`src/rtl/traffic_pkg.sv`:
```
// Shared types and constants for the traffic-light controller blocks.
// Walk request FSM states and debounce lengths for simulation and board.
package traffic_pkg;

    typedef enum logic [1:0] {
        IDLE    = 2'd0,
        PENDING = 2'd1,
        SERVED  = 2'd2
    } walk_state_t;

    localparam int WALK_DEBOUNCE_SIM   = 16;
    localparam int WALK_DEBOUNCE_BOARD = 500000;

endpackage

```
`src/rtl/button_debounce.sv`:
```
// Two-flop synchronizer followed by a stable-count debouncer.
// The output level flips only after DEBOUNCE_CYCLES consecutive mismatches.
module button_debounce
    import traffic_pkg::*;
#(
    parameter int DEBOUNCE_CYCLES = WALK_DEBOUNCE_SIM,
    parameter int CNT_W           = $clog2(DEBOUNCE_CYCLES)
) (
    input  logic Clk,
    input  logic Reset_n,
    input  logic In_raw,
    output logic Out_db
);

    localparam logic [CNT_W-1:0] CNT_MAX = CNT_W'(DEBOUNCE_CYCLES - 1);

    logic             sync1;
    logic             sync2;
    logic [CNT_W-1:0] cnt;

    always_ff @(posedge Clk or negedge Reset_n) begin
        if (!Reset_n) begin
            sync1  <= 1'b0;
            sync2  <= 1'b0;
            Out_db <= 1'b0;
            cnt    <= '0;
        end else begin
            sync1 <= In_raw;
            sync2 <= sync1;
            // any agreeing sample restarts the count, so bounces never accumulate
            if (sync2 == Out_db) begin
                cnt <= '0;
            end else if (cnt == CNT_MAX) begin
                Out_db <= ~Out_db;
                cnt    <= '0;
            end else begin
                cnt <= cnt + CNT_W'(1);
            end
        end
    end

endmodule

```
`src/rtl/walk_request.sv`:
```
// Pedestrian button front end: debounce, press edge detect and a
// request FSM that holds Walk until the controller acknowledges service.
module walk_request
    import traffic_pkg::*;
#(
    parameter int DEBOUNCE_CYCLES = WALK_DEBOUNCE_SIM,
    parameter int CNT_W           = $clog2(DEBOUNCE_CYCLES)
) (
    input  logic Clk,
    input  logic Reset_n,
    input  logic Button_raw,
    input  logic Ack,
    output logic Walk,
    output logic Button_db,
    output logic Press
);

    walk_state_t state_q;
    walk_state_t state_d;
    logic        db_prev;

    button_debounce #(
        .DEBOUNCE_CYCLES(DEBOUNCE_CYCLES),
        .CNT_W          (CNT_W)
    ) u_debounce (
        .Clk    (Clk),
        .Reset_n(Reset_n),
        .In_raw (Button_raw),
        .Out_db (Button_db)
    );

    assign Press = Button_db & ~db_prev;

    always_comb begin
        state_d = state_q;
        unique case (state_q)
            IDLE:    if (Press)      state_d = PENDING;
            PENDING: if (Ack)        state_d = SERVED;
            // wait for release so a held button cannot re-request
            SERVED:  if (!Button_db) state_d = IDLE;
            default:                 state_d = IDLE;
        endcase
    end

    always_ff @(posedge Clk or negedge Reset_n) begin
        if (!Reset_n) begin
            state_q <= IDLE;
            db_prev <= 1'b0;
            Walk    <= 1'b0;
        end else begin
            state_q <= state_d;
            db_prev <= Button_db;
            Walk    <= (state_d == PENDING);
        end
    end

endmodule

```
`config.mk`:
```
export PLATFORM = sky130hd
export DESIGN_NAME = walk_request
export DESIGN_NICKNAME = d
export VERILOG_FILES = /design/src/rtl/traffic_pkg.sv /design/src/rtl/button_debounce.sv /design/src/rtl/walk_request.sv
export SDC_FILE = /design/constraint.sdc
export NUM_CORES = 1
export LEC_CHECK = 0
export BUFFER_PORTS_ARGS = -buffer_cell sky130_fd_sc_hd__buf_4
export CAP_MARGIN = 10
export CORE_AREA = 3 3 40 42
export CTS_BUF_LIST = sky130_fd_sc_hd__clkbuf_8
export DETAILED_ROUTE_END_ITERATION = 8
export DIE_AREA = 0 0 43 45
export SLEW_MARGIN = 20
export SYNTH_ARGS = -nofsm -noshare
export SYNTH_HDL_FRONTEND = slang
export SYNTH_SLANG_ARGS = --single-unit
export TNS_END_PERCENT = 5
```
`constraint.sdc`:
```
create_clock -name Clk -period 1.4 [get_ports Clk]
set_clock_uncertainty 0.05 [all_clocks]
set_input_delay 0.14 -clock Clk [delete_from_list [all_inputs] [get_ports Clk]]
set_output_delay 0.14 -clock Clk [all_outputs]
set_load 0.1 [all_outputs]
```
# Word-level counts from Yosys, hierarchy flattened
# Cells that the tools add are included.
totals:
  ff_bits: 11
  in_bits: 4
  out_inout_bits: 3
  word_cells: 25
classes:
  addsub: 1
  n_eq_ne: 5
  muxes: 6
  bitwise_logic: 4
  n_reduce_logical: 2
ops:
  columns: ["operator", "count"]
  rows:
  - ["4-bit 2-to-1 mux", 2]
  - ["2-bit 2-to-1 mux", 3]
  - ["2-bit case mux with 3 select lines", 1]
  - ["4-bit by 1-bit adder with 4-bit output (second input constant)", 1]
  - ["2-bit by 1-bit == test with 1-bit output (second input constant)", 2]
  - ["4-bit == test (second input constant)", 1]
  - ["1-bit inverter", 3]
  - ["2-bit == test (second input constant)", 1]
  - ["2-bit logical NOT", 1]
  - ["2-bit AND reduction", 1]
  - ["1-bit AND", 1]
  - ["1-bit == test", 1]

# Logic depth before layout (Yosys ltp)
logic_depth:
  ltp_word: 5
  ltp_mapped: 3
  ltp_nobuf: 3

# By module
# A second synthesis with hierarchy kept.
unflattened:
  hier_cells: 32
  hier_area_um2: 440.4
by_module_without_submodules:
  columns: ["module", "instances", "cells_each", "area_per_inst_um2", "seq_area_each_um2"]
  rows:
  - ["button_debounce", 1, 20, 280.3, 175.2]
  - ["walk_request", 1, 12, 160.2, 100.1]

# Least setup slack after synthesis
# No wires, ideal clock.
synth_path:
  path_type: "flip-flop to output port"
  from: "reg u_debounce.Out_db"
  to: "out Press"
  arrival_ns: 2.422
  required_ns: 1.210
  slack_ns: -1.212
  stages_incl_launch_ff: 2
  n_path_buf: 0
  path_cell_list: "dfrtp_1 nor2b_1"
synth_between:
  elab_chain_cells: 1
synth_rtl:
  columns: ["item", "line_no", "rtl"]
  rows:
  - ["from (decl)", "button_debounce.sv:12", "output logic Out_db"]
  - ["from (signal assigned)", "button_debounce.sv:34", "Out_db <= ~Out_db;"]
  - ["1-bit AND", "walk_request.sv:32", "assign Press = Button_db & ~db_prev;"]
  - ["to (decl)", "walk_request.sv:15", "output logic Press"]
# No other way between the ends.

# Final worst setup path
# Ends and elaborated chain as after synthesis.

==> results.tsv <==
stage	metric	value	unit
timing	Finish-stage setup viols	0	
clocking	Worst-path clk slew	50	ps
power	Switching Share	20.7	%
synth	YS warnings	0	
setup_path	critical path type	reg -> out	
global_routing	GRT Overall Usage	9.74	%
routing	WL per Instance	12.6	µm
timing	RSZ-0062 raised after global routing	false	
synth	Cell Area, Synth	407	µm²
synth	Synth Instances	30	
die	die width	43	µm
clocking	clk buf depth	2	
die	I/O Pins	7	
power	net switching power	0.142	mW
setup_path	crit-path max FO	7	
timing	Fin. Hold Viols	0	
setup_path	Worst Setup End Kind	output port	
synth	Post-Synth Adder-Cell Area	3.08	%
setup_path	delay-heaviest family, CP	flip-flops	
routing	vias per inst	4.70	
timing	total negative slack	0	ps
power	P_int	0.543	mW
timing	Max Fclk	768	MHz
cells_and_area	antenna cells	0	
clocking	Setup Buffers After CTS	0	
clocking	CTS Root Buffer Type	clkbuf_8	
timing	Final min period	1300	ps
synth	Syn Nets	35	
place	final HPWL from detailed placement	546	µm
power	VDD IR max	0.000622	V
routing	Iteration-0 DRC Markers	0	
synth	unique cell type count in the Yosys netlist	16	
synth	compound-gate portion of the synthesized area	9.54	%
cells_and_area	synth-to-layout area growth	34.8	%
die	FP Rows	13	
outcome	status	finished, final reports clean	
power	Cell Pwr Density	1250	nW/µm²
place	Placed Cells	51	
synth	sequential area share after synthesis	67.7	%
timing	fin crit share	93.1	%
setup_path	CP Launch Type	flop	
power	Pleak	0.258	nW
power	power share of the sequential group	49.3	%
cells_and_area	share of cells above drive strength 1	31.0	%
worst_hold_path	hold crit path type	in -> reg	
setup_path	WP data required	1210	ps
synth	#FFs+latches synth	11	
die	initial core utilization	31.6	%
cells_and_area	most common cell after layout, fill and taps aside	dfrtp_1	
routing	Post-DRT Antenna Nets	0	
synth	mux contribution to synthesized area	2.77	%
global_routing	first-pass GRT wire length	1.24	mm
power	Comb power frac	5.3	%
cells_and_area	most frequent cells in the layout	dfrtp_1 (10), buf_4 (6), clkbuf_8 (3)	
synth	simple-gate portion of the synthesized area	12.6	%
power	Clk pwr share	45.5	%
global_routing	grt ovf	0	
clocking	# H-tree levels	1	
setup_path	R2R setup slack	110	ps
timing	worst-margin pin slew	334	ps
setup_path	slowest CP cell	dfrtp_4	
routing	DR DRC count	0	
place	I/O Buffers	6	
clocking	hold_buf cts	2	
die	core area	1280	µm²
place	gpl congestion	0.639	
global_routing	largest net degree at the start of global routing	12	
cells_and_area	nets	48	
routing	detailed-route via count	268	
synth	largest family of logic cells by synthesized area	simple AND/OR/NAND/NOR gates	
routing	DRT Pass-1 Iters	1	
clocking	Sink Count	11	
run	max cap viols	0	
global_routing	initial antenna violation count	0	
clocking	Post-CTS Resized	0	
timing	Slew Viols, Final	0	
die	Die ar.	1940	µm²
setup_path	crit path cell chain	nor2b_4, buf_4	
clocking	Inserted Clock Buffers	3	
setup_path	WP data arrival	1110	ps
setup_path	max incr delay on CP	450	ps
cells_and_area	final std cells w/o fill	57	
clocking	CTS tree	built	
routing	DRT Wirelength	721	µm
clocking	Clock Latency Late Sink	240	ps
timing	Slew Limit Headroom	77.6	%
global_routing	vias in the first global route	284	
synth	Mean Syn Cell Area	13.6	µm²
setup_path	worst path buffer plus inverter count	1	
synth	post-synthesis xor/xnor area fraction	4.31	%
die	Die Y-Extent	45	µm
-- final timing paths --
| check | cells after the start | from | end |
|---|---|---|---|
| max | 2 | u_debounce.Out_db | Press |
| min | 3 | Ack | Walk |
| max reg2reg | 3 | u_debounce.cnt[0] | u_debounce.Out_db |
| min reg2reg | 0 | u_debounce.sync1 | u_debounce.sync2 |
| max in group asynchronous | 2 | Reset_n | u_debounce.Out_db |
| min in group asynchronous | 2 | Reset_n | u_debounce.cnt[3] |
-- cells by family (layout without fill, tap and decap cells) --
group | Yosys count | count (layout)
flip-flops | 11 | 11
AND/OR/NAND/NOR | 9 | 9
AO/OA/AOI/OAI | 6 | 6
XOR/XNOR | 2 | 2
adder cells (fa/ha/maj) | 1 | 1
multiplexers | 1 | 1
buffers and inverters | 0 | 12
-- cells in the mapped netlist --
master    count  area share, %
nand3_1       1            1.2
nor3b_1       1            1.8
a21oi_1       2            2.5
or3b_1        1            2.2
ha_1          1            3.1
xnor2_1       2            4.3
dfrtp_1      11             68
o22ai_1       1            1.5
a311oi_1      1            2.2
mux2_2        1            2.8
nor2_1        1           0.92
a21o_1        1            1.8
a31oi_1       1            1.5
nand2b_1      1            1.5
nor2b_1       2            3.1
nand2_1       2            1.8
-- worst register-to-register path, delay by kind of cell, from the launching register on --
kind | cells | cell delay (ps)
fa+ha+maj | 1 | 260
flops | 1 | 410
mux | 1 | 330
simple gates | 1 | 120
-- routing by layer --
metal | vias up | global-route usage (%) | routed length [µm]
met5 | - | 0 | 0
met4 | 0 | 7.23 | 22
met3 | 2 | 4.78 | 34
met2 | 7 | 15.0 | 387
met1 | 131 | 10.4 | 277
li1 | 128 | - | -
-- layout make-up --
cell class | instances | area, µm²
multi-input combinational | 19 | 139
timing repair buffer | 8 | 65.1
clock inverter | 1 | 5.00
sequential | 11 | 279
clock buffer | 3 | 41.3
tap | 15 | 18.8
fill | 123 | 737
-- power groups by stage --
| stage | clock network [mW] | logic (mW) | registers [mW] |
|---|---|---|---|
| 2_1_floorplan | 0 | 0.0154 | 0.341 |
| 3_3_place_gp | 0 | 0.0295 | 0.341 |
| 3_5_place_dp | 0 | 0.0324 | 0.343 |
| 4_1_cts | 0.328 | 0.0372 | 0.337 |
| 5_1_grt | 0.353 | 0.0406 | 0.339 |
| 6_report | 0.312 | 0.0360 | 0.338 |
-- state kept, by name, summed over array words and instances, names as in the netlist --
| signal | count |
|---|---|
| state_q | 2 |
| u_debounce.sync1 | 1 |
| u_debounce.Out_db | 1 |
| u_debounce.cnt | 4 |
| u_debounce.sync2 | 1 |
| db_prev | 1 |
| Walk | 1 |
-- through the flow --
stage | hold WS (ps) | setup slack (ps) | total power [mW] | utilization (%) | instance area [µm²]
global route | 167 | 39.2 | 0.732 | 42.6 | 548
finish | 150 | 97.2 | 0.685 | 42.6 | 548
CTS | 144 | 83.3 | 0.702 | 42.6 | 548
global placement | -74.3 | 163 | 0.371 | 37.5 | 482
floorplan | -206 | -8.94 | 0.357 | - | 418
detailed placement | -69.2 | 126 | 0.375 | 37.5 | 482
No activity file was read; power rests on OpenSTA's default activity.
